[config.mk]
export PLATFORM = sky130hd
export DESIGN_NAME = axi4l_timer_flat
export DESIGN_NICKNAME = d
export VERILOG_FILES = /design/src/rtl/axi4l_timer_if.sv /design/src/rtl/axi4l_timer.sv /design/src/flat_wrapper.sv
export SDC_FILE = /design/constraint.sdc
export NUM_CORES = 1
export LEC_CHECK = 0
export CORE_MARGIN = 8
export CORE_UTILIZATION = 59
export CTS_BUF_LIST = sky130_fd_sc_hd__clkbuf_2
export DETAILED_ROUTE_END_ITERATION = 8
export HOLD_SLACK_MARGIN = 0.02
export PLACE_DENSITY = 0.84
export SKIP_CTS_REPAIR_TIMING = 1
export SYNTH_ARGS = -nofsm -noshare
export SYNTH_HDL_FRONTEND = slang
export SYNTH_SLANG_ARGS = --single-unit
[constraint.sdc]
create_clock -name aclk -period 3.1 [get_ports aclk]
set_input_delay 0.62 -clock aclk [delete_from_list [all_inputs] [get_ports aclk]]
set_output_delay 0.62 -clock aclk [all_outputs]
set_load 0.01 [all_outputs]
[src/rtl/axi4l_timer_if.sv]
// AXI4-Lite type package and bus interface shared by the timer and its master.
package axi4l_pkg;
    localparam int ADDR_W = 32;
    localparam int DATA_W = 32;
    localparam int STRB_W = DATA_W / 8;

    typedef logic [ADDR_W-1:0] addr_t;
    typedef logic [DATA_W-1:0] data_t;
    typedef logic [STRB_W-1:0] strb_t;
    typedef logic [1:0]        resp_t;

    localparam resp_t RESP_OKAY   = 2'b00;
    localparam resp_t RESP_SLVERR = 2'b10;
endpackage

interface axi4l_if;
    import axi4l_pkg::*;

    addr_t       awaddr;
    logic [2:0]  awprot;
    logic        awvalid;
    logic        awready;
    data_t       wdata;
    strb_t       wstrb;
    logic        wvalid;
    logic        wready;
    resp_t       bresp;
    logic        bvalid;
    logic        bready;
    addr_t       araddr;
    logic [2:0]  arprot;
    logic        arvalid;
    logic        arready;
    data_t       rdata;
    resp_t       rresp;
    logic        rvalid;
    logic        rready;

    modport slave (
        input  awaddr, awprot, awvalid, wdata, wstrb, wvalid, bready,
        input  araddr, arprot, arvalid, rready,
        output awready, wready, bresp, bvalid, arready, rdata, rresp, rvalid
    );

    modport master (
        output awaddr, awprot, awvalid, wdata, wstrb, wvalid, bready,
        output araddr, arprot, arvalid, rready,
        input  awready, wready, bresp, bvalid, arready, rdata, rresp, rvalid
    );
endinterface

[src/rtl/axi4l_timer.sv]
// axi4l_timer: RISC-V machine timer (mtime/mtimecmp) with prescaler behind an AXI4-Lite slave.
module axi4l_timer
    import axi4l_pkg::*;
#(
    parameter logic [31:0] PRESCALE_RST = 32'd99,
    parameter int          ADDR_LSB     = 2
) (
    input  logic   aclk,
    input  logic   aresetn,
    axi4l_if.slave axis,
    output logic   timer_irq
);
    localparam logic [2:0] OFF_MTIME_LO = 3'd0;
    localparam logic [2:0] OFF_MTIME_HI = 3'd1;
    localparam logic [2:0] OFF_CMP_LO   = 3'd2;
    localparam logic [2:0] OFF_CMP_HI   = 3'd3;
    localparam logic [2:0] OFF_PRESCALE = 3'd4;

    logic [63:0] mtime;
    logic [63:0] mtimecmp;
    logic [31:0] prescale;
    logic [31:0] pcnt;
    logic        tick;
    logic        bvalid;
    logic        rvalid;
    resp_t       bresp;
    resp_t       rresp;
    data_t       rdata;
    logic        wr_en;
    logic        rd_en;
    logic [2:0]  wr_off;
    logic [2:0]  rd_off;
    data_t       rd_mux;
    logic        rd_hit;
    logic        wr_mlo, wr_mhi, wr_clo, wr_chi, wr_psc;
    logic        unused_ok;

    // Merge write data into a register under the byte strobes.
    function automatic data_t apply_strb(input data_t cur, input data_t wd, input strb_t strb);
        data_t res;
        res = cur;
        for (int i = 0; i < STRB_W; i++)
            if (strb[i]) res[8*i +: 8] = wd[8*i +: 8];
        return res;
    endfunction

    assign wr_off = axis.awaddr[ADDR_LSB+2:ADDR_LSB];
    assign rd_off = axis.araddr[ADDR_LSB+2:ADDR_LSB];

    // AW and W are only taken together, and never while a write response is pending.
    assign wr_en = axis.awvalid & axis.wvalid & ~bvalid;
    assign rd_en = axis.arvalid & ~rvalid;
    assign tick  = (pcnt == prescale);

    assign wr_mlo = wr_en & (wr_off == OFF_MTIME_LO);
    assign wr_mhi = wr_en & (wr_off == OFF_MTIME_HI);
    assign wr_clo = wr_en & (wr_off == OFF_CMP_LO);
    assign wr_chi = wr_en & (wr_off == OFF_CMP_HI);
    assign wr_psc = wr_en & (wr_off == OFF_PRESCALE);

    assign axis.awready = wr_en;
    assign axis.wready  = wr_en;
    assign axis.bvalid  = bvalid;
    assign axis.bresp   = bresp;
    assign axis.arready = ~rvalid;
    assign axis.rvalid  = rvalid;
    assign axis.rdata   = rdata;
    assign axis.rresp   = rresp;

    // Protection bits and upper address bits carry no meaning for this slave.
    assign unused_ok = ^{axis.awprot, axis.arprot, axis.awaddr, axis.araddr};

    // Prescaler: one tick every prescale+1 cycles; a PRESCALE write restarts the phase.
    always_ff @(posedge aclk) begin
        if (!aresetn) begin
            prescale <= PRESCALE_RST;
            pcnt     <= '0;
        end else if (wr_psc) begin
            prescale <= apply_strb(prescale, axis.wdata, axis.wstrb);
            pcnt     <= '0;
        end else if (tick) begin
            pcnt <= '0;
        end else begin
            pcnt <= pcnt + 32'd1;
        end
    end

    // mtime: a software write to either half wins over, and swallows, that cycle's tick.
    always_ff @(posedge aclk) begin
        if (!aresetn)     mtime         <= '0;
        else if (wr_mlo)  mtime[31:0]   <= apply_strb(mtime[31:0], axis.wdata, axis.wstrb);
        else if (wr_mhi)  mtime[63:32]  <= apply_strb(mtime[63:32], axis.wdata, axis.wstrb);
        else if (tick)    mtime         <= mtime + 64'd1;
    end

    // mtimecmp: resets to all-ones so the interrupt stays quiet until software arms it.
    always_ff @(posedge aclk) begin
        if (!aresetn)     mtimecmp        <= '1;
        else if (wr_clo)  mtimecmp[31:0]  <= apply_strb(mtimecmp[31:0], axis.wdata, axis.wstrb);
        else if (wr_chi)  mtimecmp[63:32] <= apply_strb(mtimecmp[63:32], axis.wdata, axis.wstrb);
    end

    // Level interrupt, registered from the current register contents.
    always_ff @(posedge aclk) begin
        if (!aresetn) timer_irq <= 1'b0;
        else          timer_irq <= (mtime >= mtimecmp);
    end

    // Write response: raised the cycle after acceptance, held until the master takes it.
    always_ff @(posedge aclk) begin
        if (!aresetn) begin
            bvalid <= 1'b0;
            bresp  <= RESP_OKAY;
        end else if (wr_en) begin
            bvalid <= 1'b1;
            bresp  <= (wr_off <= OFF_PRESCALE) ? RESP_OKAY : RESP_SLVERR;
        end else if (axis.bready) begin
            bvalid <= 1'b0;
        end
    end

    // Read mux sees pre-write values, so a same-cycle write is not reflected.
    always_comb begin
        rd_mux = '0;
        rd_hit = 1'b1;
        case (rd_off)
            OFF_MTIME_LO: rd_mux = mtime[31:0];
            OFF_MTIME_HI: rd_mux = mtime[63:32];
            OFF_CMP_LO:   rd_mux = mtimecmp[31:0];
            OFF_CMP_HI:   rd_mux = mtimecmp[63:32];
            OFF_PRESCALE: rd_mux = prescale;
            default:      rd_hit = 1'b0;
        endcase
    end

    // Read response: data captured at acceptance and held stable until rready.
    always_ff @(posedge aclk) begin
        if (!aresetn) begin
            rvalid <= 1'b0;
            rdata  <= '0;
            rresp  <= RESP_OKAY;
        end else if (rd_en) begin
            rvalid <= 1'b1;
            rdata  <= rd_mux;
            rresp  <= rd_hit ? RESP_OKAY : RESP_SLVERR;
        end else if (axis.rready) begin
            rvalid <= 1'b0;
        end
    end
endmodule

[src/flat_wrapper.sv]
// flat-port wrapper written by rule: the top's interface ports become plain ports
module axi4l_timer_flat import axi4l_pkg::*;
#(
    parameter logic [31:0] PRESCALE_RST = 32'd99,
    parameter int          ADDR_LSB     = 2
)
  (aclk, aresetn, timer_irq, axis_awaddr, axis_awprot, axis_awvalid, axis_wdata, axis_wstrb, axis_wvalid, axis_bready, axis_araddr, axis_arprot, axis_arvalid, axis_rready, axis_awready, axis_wready, axis_bresp, axis_bvalid, axis_arready, axis_rdata, axis_rresp, axis_rvalid);
  axi4l_if axis_i ();
  input  logic aclk;
  input  logic aresetn;
  output logic timer_irq;
  input wire logic [$bits(axis_i.awaddr)-1:0] axis_awaddr;
  input wire logic [$bits(axis_i.awprot)-1:0] axis_awprot;
  input wire logic [$bits(axis_i.awvalid)-1:0] axis_awvalid;
  input wire logic [$bits(axis_i.wdata)-1:0] axis_wdata;
  input wire logic [$bits(axis_i.wstrb)-1:0] axis_wstrb;
  input wire logic [$bits(axis_i.wvalid)-1:0] axis_wvalid;
  input wire logic [$bits(axis_i.bready)-1:0] axis_bready;
  input wire logic [$bits(axis_i.araddr)-1:0] axis_araddr;
  input wire logic [$bits(axis_i.arprot)-1:0] axis_arprot;
  input wire logic [$bits(axis_i.arvalid)-1:0] axis_arvalid;
  input wire logic [$bits(axis_i.rready)-1:0] axis_rready;
  output wire logic [$bits(axis_i.awready)-1:0] axis_awready;
  output wire logic [$bits(axis_i.wready)-1:0] axis_wready;
  output wire logic [$bits(axis_i.bresp)-1:0] axis_bresp;
  output wire logic [$bits(axis_i.bvalid)-1:0] axis_bvalid;
  output wire logic [$bits(axis_i.arready)-1:0] axis_arready;
  output wire logic [$bits(axis_i.rdata)-1:0] axis_rdata;
  output wire logic [$bits(axis_i.rresp)-1:0] axis_rresp;
  output wire logic [$bits(axis_i.rvalid)-1:0] axis_rvalid;
  assign axis_i.awaddr = axis_awaddr;
  assign axis_i.awprot = axis_awprot;
  assign axis_i.awvalid = axis_awvalid;
  assign axis_i.wdata = axis_wdata;
  assign axis_i.wstrb = axis_wstrb;
  assign axis_i.wvalid = axis_wvalid;
  assign axis_i.bready = axis_bready;
  assign axis_i.araddr = axis_araddr;
  assign axis_i.arprot = axis_arprot;
  assign axis_i.arvalid = axis_arvalid;
  assign axis_i.rready = axis_rready;
  assign axis_awready = axis_i.awready;
  assign axis_wready = axis_i.wready;
  assign axis_bresp = axis_i.bresp;
  assign axis_bvalid = axis_i.bvalid;
  assign axis_arready = axis_i.arready;
  assign axis_rdata = axis_i.rdata;
  assign axis_rresp = axis_i.rresp;
  assign axis_rvalid = axis_i.rvalid;
  axi4l_timer #(.PRESCALE_RST(PRESCALE_RST), .ADDR_LSB(ADDR_LSB)) u_core (.aclk(aclk), .aresetn(aresetn), .axis(axis_i), .timer_irq(timer_irq));
endmodule
# Word-level counts from Yosys, hierarchy flattened
# Index checks and enable logic that the tools add are counted.
[op_classes] n_reduce_logical=28 bitwise=13 multipliers=0 n_shift=0 div_mod_pow=0 n_eq_ne=18 mux=16 magnitude_cmp=2 n_addsub=2
[ops] cell="case mux 32 bit (5 select lines)" n=1
[ops] cell="two-way mux 32 bit" n=3
[ops] cell="adder 64 x 1 -> 64 bit, second input constant" n=1
[ops] cell="greater-or-equal comparator 64 bit" n=1
[ops] cell="two-way mux 64 bit" n=1
[ops] cell="AND reduction 3 bit" n=12
[ops] cell="adder 32 x 1 -> 32 bit, second input constant" n=1
[ops] cell="equality test 32 bit" n=1
[ops] cell="two-way mux 8 bit" n=4
[ops] cell="!= test 2 bit, second input constant" n=8
[ops] cell="AND reduction 2 bit" n=8
[ops] cell="equality test 3 x 2 -> 1 bit, second input constant" n=4
[ops] cell="bitwise AND 1 bit" n=8
[ops] cell="nonzero test 2 bit" n=4
[ops] cell="equality test 3 x 1 -> 1 bit, second input constant" n=2
[ops] cell="equality test 3 bit, second input constant" n=2
[ops] cell="logical NOT 3 bit" n=2
[ops] cell="two-way mux 1 bit" n=5
[ops] cell="NOT 1 bit" n=5
[ops] cell="OR reduction 5 bit" n=1
[ops] cell="two-way mux 2 bit" n=2
[ops] cell="<= comparator 3 bit, second input constant" n=1
[ops] cell="OR reduction 3 bit" n=1
[ops] cell="!= test 2 x 1 -> 1 bit, second input constant" n=1
[totals] ram_bits=0 out_inout_bits=42 romBits=0 in_bits=113 n_memories=0 regBits=231 latchBits=0

# Longest topological paths before layout
# Gate-level depths: netlist (run 1).
[depth] depth_word=5 mapped_depth=9 depth_no_buf=9

# Worst setup path after synthesis (run 1)
# OpenSTA, ideal clock, no wires.
[synth_timing] kind="flip-flop to flip-flop" start="register u_core.mtime[1]" end="register u_core.mtime[38]" setup_time_ns=0.138 path_slack_ns=0.638 path_stages_with_launch=9 required_ns=2.962 arrival_time_ns=2.324 period_less_slack_ns=2.462 cell_sequence="dfxtp_1 -> ha_1 -> and3_1 -> nand2_1 -> or4_4 -> or4_1 -> or3_1 -> o21ai_2 -> a221oi_2"
[synth_via] elab_chain_cells=3
[synth_rtl] item="from (decl)" line_no="axi4l_timer.sv:19" rtl="logic [63:0] mtime;"
[synth_rtl] item="from (signal assigned)" line_no="axi4l_timer.sv:91" rtl="else if (wr_mlo) mtime[31:0] <= apply_strb(mtime[31:0], axis.wdata, axis.wstrb);"
[synth_rtl] item="from (signal assigned)" line_no="axi4l_timer.sv:93" rtl="else if (tick) mtime <= mtime + 64'd1;"
[synth_rtl] item="adder 64 x 1 -> 64 bit" line_no="axi4l_timer.sv:93"
[synth_rtl] item="two-way mux 64 bit" line_no="axi4l_timer.sv:93"
[synth_rtl] item="two-way mux 32 bit" line_no="axi4l_timer.sv:92" rtl="else if (wr_mhi) mtime[63:32] <= apply_strb(mtime[63:32], axis.wdata, axis.wstrb);"
# No other way between the ends. The select of a mux whose other input is x is not followed.
# A chain may end at the register's enable or synchronous reset.

# Worst setup path in the final report (run 1)
[layout_timing] start="register u_core.bvalid, in the netlist u_core.axis.bvalid" end="output port axis_awready"
[layout_via] elab_chain_cells=2
[layout_rtl] item="from (decl)" line_no="axi4l_timer.sv:24" rtl="logic bvalid;"
[layout_rtl] item="from (signal assigned)" line_no="axi4l_timer.sv:112" rtl="bvalid <= 1'b0;"
[layout_rtl] item="from (signal assigned)" line_no="axi4l_timer.sv:115" rtl="bvalid <= 1'b1;"
[layout_rtl] item="from (signal assigned)" line_no="axi4l_timer.sv:118" rtl="bvalid <= 1'b0;"
[layout_rtl] item="NOT 1 bit" line_no="axi4l_timer.sv:51" rtl="assign wr_en = axis.awvalid & axis.wvalid & ~bvalid;"
[layout_rtl] item="bitwise AND 1 bit" line_no="axi4l_timer.sv:51"
[layout_rtl] item="to (decl)" line_no="flat_wrapper.sv:23" rtl="output wire logic [$bits(axis_i.awready)-1:0] axis_awready;"
# No other way between the ends.

==> results.sh, run 1 <==
export IMPL_min_to="u_core.axis.rvalid"
export IMPL_synth_seq_cells=229
export IMPL_cpMaxStageDelayCell="clkdlybuf4s50_1"
export IMPL_hold_path_class="primary input to flop"
export IMPL_r2r_end="u_core.mtime[62]"
export IMPL_worst_path_buf_inv=3
export IMPL_tns_ns=0
export IMPL_area_growth_syn_to_layout_pct=15.7
export IMPL_wire_per_inst_um=21.3
export IMPL_arrival_ns=2.39
export IMPL_leakage_nw=6.89
export IMPL_cap_violations=0
export IMPL_cts_root_buf="clkbuf_2"
export IMPL_die_w_um=166
export IMPL_vias=14100
export IMPL_syn_instance_count=1719
export IMPL_grt_ovfl_total=0
export IMPL_drc_errors=0
export IMPL_whs_ns=0.313
export IMPL_synth_area_leader_cell="dfxtp_1"
export IMPL_tightest_slew_ns=0.769
export IMPL_cp_max_fo=6
export IMPL_period_share=0.970
export IMPL_drt_iter0_drc=1740
export IMPL_ys_warnings_count=0
export IMPL_min_from="axis_rready"
export IMPL_start_kind="flop"
export IMPL_final_max_slew_violation_count=0
export IMPL_grt_util_all_layers=0.318
export IMPL_period_minus_slack_ns=3.01
export IMPL_cp_top_family="buffers and inverters"
export IMPL_multi_input_area_um2=7920
export IMPL_finClkSkew_ns=0.0642
export IMPL_hold_viol_final=0
export IMPL_ys_seq_area_frac=0.347
export IMPL_met1_usage=0.394
export IMPL_fin_nets=2023
export IMPL_postSynthAreaPerCell_um2=7.70
export IMPL_antenna_left=0
export IMPL_grt_pass1_vias=13300
export IMPL_port_buffers=88
export IMPL_r2r_slack_ns=0.37
export IMPL_synth_top_area_frac=0.347
export IMPL_slew_limit_headroom=0.487
export IMPL_vias_per_cell=6.49
export IMPL_ys_types=76
export IMPL_io_pins=155
export IMPL_peakVddDrop_v=0.000286
export IMPL_core_area_um2=21900
export IMPL_rr_worst_depth=8
export IMPL_fin_ws_ns=0.0944
export IMPL_regToRegStartpoint="u_core.mtime[0]"
export IMPL_ys_async_sr_fraction=0
export IMPL_setup_viol=0
export IMPL_gp_congestion=0.980
export IMPL_die_h_um=166
export IMPL_critPathKind="flop to output port"
export IMPL_grt_pass1_wl_um=72100
export IMPL_cts_max_path_buffers=3
export IMPL_drive_gt1_frac=0.117
export IMPL_cts_sinks=229
export IMPL_slowest_delay_ns=0.57
export IMPL_numCtsBuffers=61
export IMPL_synth_edf_count=0
export IMPL_clk_pin_slew_ns=0.10
export IMPL_post_place_ws_ns=0.139
export IMPL_grt_use_met2=0.493
export IMPL_antenna_found_initial=1
export IMPL_most_common_layout_cells="nand2_1 (239), dfxtp_1 (229), nand3_1 (178), nor2_1 (122), a21oi_1 (105)"
export IMPL_dpl_hpwl_um=33300
export IMPL_met3_usage=0.0700
export IMPL_ys_top_cells_by_area="dfxtp_1 (35%), nand2_1 (6.8%), nand3_1 (6.7%)"
export IMPL_p_per_area_nw_per_um2=383
export IMPL_first_pass_iters=6
export IMPL_ys_flop_type="dfxtp_1"
export IMPL_layout_commonest_cell="nand2_1"
export IMPL_rsz0062_at_grt="false"
export IMPL_cts_tree="yes"
export IMPL_register_area_um2=4580
export IMPL_min_delay_path_depth=2
export IMPL_die_area_um2=27500
export IMPL_timing_fmax_mhz=333
export IMPL_fillers=1883
export IMPL_grt_busiest_layer="met2"
export IMPL_start_util=0.604
export IMPL_rows=54
export IMPL_synth_area_um2=13200
export IMPL_htreeDepth=2
export IMPL_worstSetupEndpointType="output port"
export IMPL_status="completed"
export IMPL_worstPathCellList="nand3b_1, buf_4, inv_1, clkdlybuf4s50_1"
export IMPL_required_ns=2.48
export IMPL_wl_um=46200
export IMPL_clkLatencyLatePin_ns=0.91
export IMPL_grt_max_degree=69
-- metrics by stage --
| step | power (W) | instance area, um2 | std cells | utilization |
|---|---|---|---|---|
| global route | 0.00607 | 15300 | 2172 | 0.699 |
| floorplan | 0.00336 | 13200 | 1720 | - |
| finish | 0.00586 | 15300 | 2172 | 0.699 |
| CTS | 0.00586 | 15300 | 2170 | 0.698 |
| detailed placement | 0.00365 | 14700 | 2060 | 0.672 |
| global placement | 0.00364 | 14700 | 2060 | 0.672 |
-- worst register-to-register path: cells and delay by family, from the launching register on --
| kind | cells | cell delay, ns |
|---|---|---|
| simple gates | 5 | 1.69 |
| compound gates | 2 | 0.31 |
| flops | 1 | 0.38 |
| fa+ha+maj | 1 | 0.22 |
-- how the worst max path moves through the flow --
stage / slack (ns) / start / endpoint / cells after the start
3_3_place_gp: 0.18 / axis_awaddr[4] / u_core.mtime[42] / 7
5_1_grt: 0.005 / u_core.axis.bvalid / axis_wready / 4
2_1_floorplan: 0.64 / u_core.mtime[1] / u_core.mtime[38] / 8
3_5_place_dp: 0.14 / axis_awaddr[2] / u_core.mtime[43] / 8
6_report: 0.09 / u_core.axis.bvalid / axis_awready / 4
4_1_cts: 0.07 / u_core.axis.bvalid / axis_awready / 4
-- flip-flops by register name, indices dropped and copies added (netlist names) --
signal	cells
u_core.pcnt	32
u_core.axis.bresp	1
u_core.axis.rvalid	1
u_core.axis.rresp	1
u_core.timer_irq	1
u_core.axis.bvalid	1
u_core.mtime	64
u_core.axis.rdata	32
u_core.prescale	32
u_core.mtimecmp	64
-- metal layers --
layer | part of all wire | vias to the layer above | wire [um]
met4 | 0.062 | 0 | 2850
met3 | 0.11 | 172 | 5100
met1 | 0.39 | 6490 | 17900
met2 | 0.44 | 901 | 20400
met5 | 0 | - | 0
li1 | - | 6523 | -
-- where the power goes --
group	internal (W)	leakage (nW)	switching [W]	total, W
clock network	0.000899	0.422	0.00136	0.00226
registers	0.00298	1.85	0.0000294	0.00300
logic	0.000210	4.62	0.000384	0.000594
-- synth_stat cells, types with 12 or more instances --
| library cell | n |
|---|---|
| a211oi_1 | 19 |
| a21o_1 | 25 |
| a21oi_1 | 106 |
| a22oi_1 | 95 |
| and3_1 | 25 |
| clkbuf_1 | 90 |
| dfxtp_1 | 229 |
| ha_1 | 66 |
| inv_1 | 77 |
| nand2_1 | 239 |
| nand3_1 | 178 |
| nand4_1 | 39 |
| nor2_1 | 124 |
| nor3_1 | 28 |
| o211ai_1 | 23 |
| o21ai_0 | 76 |
| o22ai_1 | 34 |
| o31ai_1 | 12 |
| xnor2_1 | 29 |
| xor2_1 | 37 |
-- layout make-up --
type / count / area share
diodes: 1 / 0.000164
clock buffers: 82 / 0.0268
clock inverters: 28 / 0.0110
inverters: 77 / 0.0189
multi-input cells: 1299 / 0.517
flip-flops and latches: 229 / 0.300
well taps: 280 / 0.0229
repair buffers: 176 / 0.103
-- kinds of logic (layout without fill, tap and decap cells) --
| family | Yosys count | count (layout) | share of synthesized area |
|---|---|---|---|
| AO/OA/AOI/OAI | 455 | 455 | 0.226 |
| XOR/XNOR | 66 | 66 | 0.0437 |
| adder cells (fa/ha/maj) | 66 | 66 | 0.0624 |
| buffers and inverters | 192 | 363 | 0.0580 |
| flip-flops | 229 | 229 | 0.347 |
| multiplexers | 9 | 9 | 0.00804 |
| other | 1 | 3 | 0.000283 |
| AND/OR/NAND/NOR | 701 | 701 | 0.255 |
Note: power is estimated with default switching activity, not from simulation.
==> run 2, diff against run 1 <==
--- a/config.mk
+++ b/config.mk
@@ -12,6 +12,7 @@
 export HOLD_SLACK_MARGIN = 0.02
 export PLACE_DENSITY = 0.84
 export SKIP_CTS_REPAIR_TIMING = 1
+export SLEW_MARGIN = 10
 export SYNTH_ARGS = -nofsm -noshare
 export SYNTH_HDL_FRONTEND = slang
 export SYNTH_SLANG_ARGS = --single-unit
==> results of run 2 <==
No change in the layout: final DEF, timing and power equal those of run 1.
==> run 3, diff against run 2 <==
--- a/config.mk
+++ b/config.mk
@@ -6,11 +6,11 @@
 export NUM_CORES = 1
 export LEC_CHECK = 0
 export CORE_MARGIN = 8
-export CORE_UTILIZATION = 59
+export CORE_UTILIZATION = 55
 export CTS_BUF_LIST = sky130_fd_sc_hd__clkbuf_2
 export DETAILED_ROUTE_END_ITERATION = 8
 export HOLD_SLACK_MARGIN = 0.02
-export PLACE_DENSITY = 0.84
+export PLACE_DENSITY = 0.79
 export SKIP_CTS_REPAIR_TIMING = 1
 export SLEW_MARGIN = 10
 export SYNTH_ARGS = -nofsm -noshare
==> results.sh, run 3 (same netlist as run 1, synthesis figures left out) <==
export IMPL_clkLatencyLatePin_ns=0.92
export IMPL_grt_pass1_wl_um=71000
export IMPL_cts_max_path_buffers=3
export IMPL_status="completed"
export IMPL_p_total_w=0.00577
export IMPL_finClkSkew_ns=0.0727
export IMPL_die_w_um=171
export IMPL_final_max_slew_violation_count=0
export IMPL_vias=14000
export IMPL_setup_viol=0
export IMPL_layout_commonest_cell="nand2_1"
export IMPL_grt_pass1_vias=13000
export IMPL_timing_fmax_mhz=331
export IMPL_area_growth_syn_to_layout_pct=15.3
export IMPL_grt_max_degree=121
export IMPL_period_share=0.974
export IMPL_start_util=0.562
export IMPL_required_ns=2.48
export IMPL_die_area_um2=29300
export IMPL_wl_um=45900
export IMPL_hold_path_class="primary input to flop"
export IMPL_io_pins=155
export IMPL_drive_gt1_frac=0.112
export IMPL_start_kind="flop"
export IMPL_tightest_slew_ns=0.595
export IMPL_drt_iter0_drc=1705
export IMPL_rows=56
export IMPL_clk_pin_slew_ns=0.10
export IMPL_wire_per_inst_um=20.9
export IMPL_whs_ns=0.115
export IMPL_grt_ovfl_total=0
export IMPL_arrival_ns=2.40
export IMPL_fin_nets=2012
export IMPL_peakVddDrop_v=0.000204
export IMPL_fin_ws_ns=0.0820
export IMPL_leakage_nw=6.84
export IMPL_multi_input_area_um2=7910
export IMPL_gp_congestion=0.973
export IMPL_most_common_layout_cells="nand2_1 (239), dfxtp_1 (229), nand3_1 (178), nor2_1 (122), a21oi_1 (105)"
export IMPL_cts_sinks=229
export IMPL_register_area_um2=4580
export IMPL_antenna_left=0
export IMPL_cp_max_fo=6
export IMPL_htreeDepth=2
export IMPL_tns_ns=0
export IMPL_largest_registers="u_core.mtime x64, u_core.mtimecmp x64"
export IMPL_slew_limit_headroom=0.600
export IMPL_grt_util_all_layers=0.306
export IMPL_fillers=2101
export IMPL_core_area_um2=23500
export IMPL_numCtsBuffers=61
export IMPL_vias_per_cell=6.39
export IMPL_first_pass_iters=6
export IMPL_rsz0062_at_grt="false"
export IMPL_post_place_ws_ns=0.0840
export IMPL_dpl_hpwl_um=32900
export IMPL_worstSetupEndpointType="output port"
export IMPL_period_minus_slack_ns=3.02
export IMPL_critPathKind="flop to output port"
export IMPL_die_h_um=171
export IMPL_drc_errors=0
export IMPL_antenna_found_initial=1
export IMPL_port_buffers=88
export IMPL_cts_tree="yes"
export IMPL_cap_violations=0
export IMPL_p_per_area_nw_per_um2=378
export IMPL_cts_root_buf="clkbuf_2"
export IMPL_hold_viol_final=0
run 3: cell type report:
cell class	instances	share of cell area
tap	319	0.0262
clock buffer	87	0.0285
multi-input combinational	1299	0.518
clock inverter	22	0.00754
sequential	229	0.300
timing repair buffer	165	0.0999
antenna	1	0.000164
inverter	77	0.0189
run 3: path summary, 6_finish.rpt:
kind / start / end / slack (ns) / cells past startpoint
worst max register to register: u_core.pcnt[24] / u_core.mtime[14] / 0.18 / 8
worst min-delay path: aresetn / u_core.axis.rdata[13] / 0.12 / 3
worst max-delay path: u_core.axis.bvalid / axis_awready / 0.08 / 4
worst min register to register: u_core.mtimecmp[11] / u_core.mtimecmp[11] / 0.47 / 2
run 3: routing by layer:
layer | part of all wire | up-vias | track usage
met4 | 0.058 | 0 | 0.183
met2 | 0.44 | 792 | 0.468
met5 | 0 | - | 0
met1 | 0.40 | 6577 | 0.392
met3 | 0.10 | 157 | 0.0634
li1 | - | 6518 | -
run 3: worst max-delay path, cell delays in order (launching register included):
cell and delay, ns:
dfxtp_1 0.34, nand3b_1 0.22, buf_4 0.20, inv_1 0.18, clkdlybuf4s50_1 0.58
run 3: stage by stage:
step | util | std cells | cell area, um2
final | 0.648 | 2199 | 15300
after global routing | 0.648 | 2199 | 15300
after CTS | 0.648 | 2198 | 15300
after floorplan | - | 1720 | 13200
after detailed placement | 0.625 | 2089 | 14700
after global placement | 0.625 | 2089 | 14700
run 3: where the power goes:
part	switching (W)	internal (W)	total, W	leakage (nW)
Sequential	0.0000290	0.00298	0.00300	1.85
Combinational	0.000389	0.000212	0.000601	4.58
Clock	0.00132	0.000841	0.00216	0.412
Total	0.00174	0.00403	0.00577	6.84
